### config.mk
export PLATFORM = sky130hd
export DESIGN_NAME = cpu_sequencer
export DESIGN_NICKNAME = d
export VERILOG_FILES = /design/src/rtl/cpu_sequencer.sv
export SDC_FILE = /design/constraint.sdc
export NUM_CORES = 1
export LEC_CHECK = 0
export ABC_CLOCK_PERIOD_IN_PS = 1650
export CAP_MARGIN = 20
export CORE_MARGIN = 2
export CORE_UTILIZATION = 44
export DETAILED_ROUTE_END_ITERATION = 12
export HOLD_SLACK_MARGIN = 0.1
export PLACE_DENSITY = 0.79
export SLEW_MARGIN = 10
export SYNTH_ARGS = -nofsm -noshare
export SYNTH_HDL_FRONTEND = slang
export SYNTH_SLANG_ARGS = --single-unit
### constraint.sdc
create_clock -name clk -period 1.65 [get_ports clk]
set_input_delay 0.33 -clock clk [delete_from_list [all_inputs] [get_ports clk]]
set_output_delay 0.33 -clock clk [all_outputs]
set_load 0.005 [all_outputs]
### src/rtl/cpu_sequencer.sv
// Multi-cycle fetch/decode/execute sequencer for the 8-bit CPU, with retired-instruction counter.
// Optional memory watchdog: define SEQ_MEM_TIMEOUT_EN to compile it in.
module cpu_sequencer #(
   parameter int CNT_W       = 16,
   parameter int MEM_TIMEOUT = 15
) (
   input  logic             clk,
   input  logic             rst_n,
   input  logic             run,
   input  logic [3:0]       opcode,
   input  logic             zero,
   input  logic             carry,
   input  logic             mem_ready,
   output logic [2:0]       alu_op,
   output logic             regfile_we,
   output logic             pc_en,
   output logic             pc_load,
   output logic             ir_load,
   output logic             mem_we,
   output logic             mem_re,
   output logic [1:0]       sel_mux_a,
   output logic [1:0]       sel_mux_b,
   output logic             halted,
   output logic             illegal_op,
   output logic             bus_error,
   output logic [CNT_W-1:0] instr_cnt
);

   typedef enum logic [2:0] {IDLE, FETCH, DECODE, EXEC, MEM, HALT} state_t;

   localparam logic [3:0] OP_NOP   = 4'b0000;
   localparam logic [3:0] OP_LDI   = 4'b0001;
   localparam logic [3:0] OP_MOV   = 4'b0010;
   localparam logic [3:0] OP_ADD   = 4'b0011;
   localparam logic [3:0] OP_SUB   = 4'b0100;
   localparam logic [3:0] OP_JMP   = 4'b0101;
   localparam logic [3:0] OP_JZ    = 4'b0110;
   localparam logic [3:0] OP_JC    = 4'b0111;
   localparam logic [3:0] OP_LOAD  = 4'b1000;
   localparam logic [3:0] OP_STORE = 4'b1001;
   localparam logic [3:0] OP_HALT  = 4'b1111;

   state_t state, next_state;
   logic   retire;
   logic   timeout;

`ifdef SEQ_MEM_TIMEOUT_EN
   localparam int WAIT_W = $clog2(MEM_TIMEOUT + 1);

   logic [WAIT_W-1:0] wait_cnt;
   logic              bus_err_q;
   logic              waiting;

   assign waiting = (state == FETCH) || (state == MEM);
   assign timeout = waiting && !mem_ready && (wait_cnt == WAIT_W'(MEM_TIMEOUT - 1));

   // Counts consecutive unanswered request cycles; any state change or ready restarts it.
   always_ff @(posedge clk or negedge rst_n) begin
      if (!rst_n) begin
         wait_cnt  <= '0;
         bus_err_q <= 1'b0;
      end else begin
         if ((state != next_state) || mem_ready || !waiting)
            wait_cnt <= '0;
         else
            wait_cnt <= wait_cnt + 1'b1;
         if (timeout)
            bus_err_q <= 1'b1;
      end
   end

   assign bus_error = bus_err_q;
`else
   assign timeout   = 1'b0;
   assign bus_error = 1'b0;
`endif

   always_ff @(posedge clk or negedge rst_n) begin
      if (!rst_n) begin
         state     <= IDLE;
         instr_cnt <= '0;
      end else begin
         state <= next_state;
         if (retire)
            instr_cnt <= instr_cnt + 1'b1;
      end
   end

   always_comb begin
      next_state = state;
      retire     = 1'b0;
      alu_op     = 3'b000;
      regfile_we = 1'b0;
      pc_en      = 1'b0;
      pc_load    = 1'b0;
      ir_load    = 1'b0;
      mem_we     = 1'b0;
      mem_re     = 1'b0;
      sel_mux_a  = 2'b00;
      sel_mux_b  = 2'b00;
      halted     = 1'b0;
      illegal_op = 1'b0;

      case (state)
         IDLE: begin
            if (run)
               next_state = FETCH;
         end
         FETCH: begin
            mem_re = 1'b1;
            if (mem_ready) begin
               ir_load    = 1'b1;
               pc_en      = 1'b1;
               next_state = DECODE;
            end else if (timeout) begin
               next_state = HALT;
            end
         end
         DECODE: begin
            next_state = (opcode == OP_HALT) ? HALT : EXEC;
         end
         EXEC: begin
            retire = 1'b1;
            case (opcode)
               OP_LDI: begin
                  regfile_we = 1'b1;
                  sel_mux_a  = 2'b01;
               end
               OP_MOV, OP_ADD, OP_SUB: begin
                  regfile_we = 1'b1;
                  alu_op     = (opcode == OP_ADD) ? 3'b001 :
                               (opcode == OP_SUB) ? 3'b010 : 3'b000;
               end
               OP_JMP:  pc_load = 1'b1;
               OP_JZ:   pc_load = zero;
               OP_JC:   pc_load = carry;
               OP_LOAD, OP_STORE: begin
                  retire     = 1'b0;
                  next_state = MEM;
               end
               OP_NOP, OP_HALT: ;
               default: illegal_op = 1'b1;
            endcase
         end
         MEM: begin
            if (opcode == OP_LOAD) begin
               mem_re = 1'b1;
               if (mem_ready) begin
                  regfile_we = 1'b1;
                  sel_mux_a  = 2'b10;
               end
            end else begin
               mem_we = 1'b1;
            end
            if (mem_ready)
               retire = 1'b1;
            else if (timeout)
               next_state = HALT;
         end
         HALT: begin
            halted = 1'b1;
         end
         default: next_state = IDLE;
      endcase

      // run is only consulted at the instruction boundary
      if (retire)
         next_state = run ? FETCH : IDLE;
   end

endmodule

Word level (Yosys, flattened, before mapping) --
Cells that the tools add are included.
Word-level totals: bits in registers 19, input port bits 10, logic and storage cells 61
Cells by class: add/subtract/negate cells 1, eq/ne operators 19, multiplexer cells 31, reduce and logical (&&, ||, !) cells 8
Operators by type and width (count):
- $mux 3 | 6
- $add 16x1->16 const B | 1
- $eq 4x3->1 const B | 4
- $pmux 3 s5 | 1
- $mux 1 | 14
- $eq 4x4->1 const B | 3
- $reduce_or 11->1 | 1
- $mux 2 | 5
- $ne 3x3->1 const B | 3
- $eq 4x2->1 const B | 2
- $eq 3x2->1 const B | 2
- $eq 3x3->1 const B | 2
- $pmux 1 s2 | 3
- $eq 4x1->1 const B | 1
- $logic_not 4->1 | 1
- $pmux 2 s2 | 1
- $reduce_and 4->1 | 1
- $reduce_or 2->1 | 2
- $reduce_or 4->1 | 1
- $eq 3x1->1 const B | 1
- $logic_not 3->1 | 1
- $pmux 1 s3 | 1
- $reduce_or 3->1 | 1
- $ne 2x1->1 const B | 1

Longest topological paths before layout --
word-level depth 6, depth in mapped cells 5, depth with buffers taken out 4

Worst setup path after synthesis --
No wires, ideal clock.
kind input to output, start point input opcode[1], end point output mem_re, data arrival time 1.193 ns, required time 1.320 ns, slack 0.127 ns, cell stages on the path 4, path buffers 0, path through or2_2 nor3b_1 nand3b_1 a21oi_1
On the way: longest elaborated chain between the ends 3
RTL lines:
- from (decl) | RTL line 10 | input logic [3:0] opcode,
- $eq 4x4->1 | RTL line 146 | if (opcode == OP_LOAD) begin
- $mux 1 | RTL line 146
- $pmux 1 s2 | RTL line 104 | case (state)
- to (decl) | RTL line 20 | output logic mem_re,
No other way between the ends.

Worst setup path after layout --
start point register state[1], end point output regfile_we
On the way: longest elaborated chain between the ends 2
RTL lines:
- from (decl) | RTL line 43 | state_t state, next_state;
- from (signal assigned) | RTL line 83 | state <= next_state;
- $eq 3x3->1 / $eq 3x2->1 (equally long branches) | RTL line 104
- $pmux 1 s2 * | RTL line 104
- to (decl) | RTL line 15 | output logic regfile_we,
Every way passes the cells marked *; elsewhere a longest branch is shown, timed or not.

==> reports/metrics.cfg <==
[synth]
yosys_warnings = 0
seq_area_frac_synth_pct = 41.39
synth_edf_count = 0
avgSynthCellArea_um2 = 9.652
postSynth.asyncResetShare_pct = 100.0
syn_inst = 119
ys_top_cells_by_area = dfrtp_1, xor2_1, buf_4, nand2_1, nand3b_1
synth_ff_type = dfrtp_1
synth-seq-cells = 19
netlist_area_um2 = 1149
synth_top_area_cell = dfrtp_1
yosysTopAreaCellShare_pct = 41.39
synth_cell_types = 33

[critical_path]
criticalPathCategory = reg2out
crit_arrival_ns = 1.54
critical_path.startpoint = state[1]
crit_required_ns = 1.32
endpoint_kind = primary output
worstPathMaxFanout = 3
worstReg2RegStart = state[1]
start_kind = register

[route]
drt_iter0_drc = 10
vias = 1257
antenna_left = 0
avgRoutedWirePerCell_um = 18.88
vias_per_cell = 5.688
drc = 0
finalWirelength_um = 4173
firstDrtPassIters = 4

[clocking]
cts_sinks = 19
clk_pin_slew_worst_paths_ns = 0.11
cts_tree = done
ctsHoldBuffers = 0
numCtsBuffers = 3
cts.htree.levels = 1
cts_buffer_depth = 2
cts_root_buf = clkbuf_4
clock_latency_ns = 0.30

[placed_design]
place.gp.congestion = 0.7630
dpl.hpwl_um = 2166
port_buffers = 37

[timing]
drv_slew = 0
skew_ns = 0.007397
hold_ws_ns = 0.3676
worst_pin_slew_ns = 0.6336
fin_crit_sh_pct = 113.2
hold_viol = 0
fin_crit_ns = 1.867
setup_viol = 25
relSlewSlack_pct = 57.66
fin_ws_ns = -0.2170
rsz0062_at_grt = true
max_freq_mhz = 535.6

[pwr]
p_sw_w = 0.0009686
intPower_w = 0.001475
pwr_density_cell_nw_per_um2 = 1192
p_seq_share_pct = 28.4
ir_drop_v = 0.001012
p_leak_nw = 1.082
power.share.clock_pct = 9.7
swShare_pct = 39.64
power_frac_comb_pct = 61.9

[grt]
antenna_found_initial = 0
grt_pass1_vias = 1209
grt_max_degree = 20
grt.overflow.total = 0
grt_pass1_wl_um = 5637
grt_usage_pct = 26.29

[final_layout]
syn_to_final_growth_pct = 78.54
nets = 203
drive_gt1_share_pct = 48.69
final_util_pct = 82.78
insertedDiodeCount = 0

[floorplanning]
fp.coreArea_um2 = 2477
die_y_um = 55.09
start_util_pct = 46.36
die_area_um2 = 3035
num_rows = 18
boundaryPins = 42
fp.dieW_um = 55.09

[status]
status = finished with violations
violations = setup timing

[run]
max_cap_violations = 0

[min_path]
hold_path.class = in2async

## per-layer routing
metal | track usage [%] | wire, µm | vias to the layer above
met5 | 0 | 0 | -
met4 | 10.57 | 207 | 0
met3 | 4.032 | 219 | 17
met2 | 50.00 | 2091 | 67
met1 | 28.79 | 1654 | 609
li1 | - | - | 564
## worst max-delay path, cell delays in order, from the launching register on
cell	delay (ns)
dfrtp_1	0.43
buf_6	0.14
and4bb_2	0.31
nand2_2	0.07
buf_6	0.11
o211ai_1	0.06
buf_2	0.14
## final timing paths
check	endpoint	slack (ns)	cells after the start
worst min register to register	instr_cnt[13]	0.51	1
min in group clk	state[1]	0.48	3
worst max-delay path	regfile_we	-0.22	6
worst max register to register	instr_cnt[6]	-0.20	8
worst min-delay path	instr_cnt[1]	0.37	2
max in group asynchronous	instr_cnt[3]	1.06	2
## repair_timing
item	CTS	global route
setup endpoints to repair	28	32
pin swaps	33	17
hold endpoints to repair	0	0
cloned	0	0
resized for setup	100	18
setup buffers	12	6
## stage by stage
step	power [W]	instance area, µm²	setup slack (ns)	std cells	TNS (ns)
6_report	0.002444	2051	-0.2170	221	-2.909
3_5_place_dp	0.001632	1650	-0.8355	199	-12.92
2_1_floorplan	0.001146	1160	0.1266	122	0
3_3_place_gp	0.001595	1650	-0.7933	199	-12.19
5_1_grt	0.002577	2051	-0.2972	221	-4.749
4_1_cts	0.002166	1971	-0.2212	215	-2.351
## logic make-up after synthesis
kind of cell,after synthesis,share of synthesized area (%)
buffers and inverters,12,6.209
XOR/XNOR,15,11.44
AND/OR/NAND/NOR,56,29.63
AO/OA/AOI/OAI,14,8.605
multiplexers,1,1.307
other,1,0.3265
flip-flops,19,41.39
adder cells (fa/ha/maj),1,1.089
## sequential cells by signal, indices dropped and copies added, names as in the netlist
| signal | flops |
|---|---|
| state | 3 |
| instr_cnt | 16 |
## layout make-up
cell class / instances / area, µm²
clock buffer: 4 / 26.28
fill: 157 / 426.7
inverter: 3 / 11.26
multi-input combinational: 91 / 858.3
sequential: 19 / 481.7
tap: 30 / 37.54
timing repair buffer: 74 / 635.6
## Yosys cell counts (4+ instances only)
cell / count
nand4_1: 4
nand2_1: 10
nor3b_1: 4
dfrtp_1: 19
buf_4: 5
nor3_1: 4
nand3b_1: 5
nor4_1: 6
nor2_1: 7
nand3_1: 4
a21oi_1: 5
xor2_1: 13
## cells in the final DEF, fill, tap and decap left out, types with 3 or more instances in the layout
cell             synthesis  final
buf_4                    5     24
clkdlybuf4s50_1          0     20
buf_6                    1     15
dfrtp_1                 19     14
xor2_1                  13     13
buf_2                    0     11
nand2_1                 10      8
nor2_1                   7      6
nor4_4                   0      6
nand3b_1                 5      5
dfrtp_2                  0      5
nand3_1                  4      4
nand4_1                  4      4
conb_1                   1      4
nor3_4                   0      3
o21ai_0                  3      3
a21oi_1                  5      3
nor4b_4                  0      3
clkbuf_4                 0      3
dlygate4sd2_1            0      3
## power by group through the flow
| stage | clock [W] | combinational, W | sequential (W) |
|---|---|---|---|
| after floorplan | 0 | 0.000491 | 0.000655 |
| after global placement | 0 | 0.000915 | 0.000680 |
| after detailed placement | 0 | 0.000939 | 0.000693 |
| after CTS | 0.000230 | 0.00126 | 0.000673 |
| after global routing | 0.000256 | 0.00161 | 0.000707 |
| final | 0.000238 | 0.00151 | 0.000694 |
No activity file was read; power rests on OpenSTA's default activity.
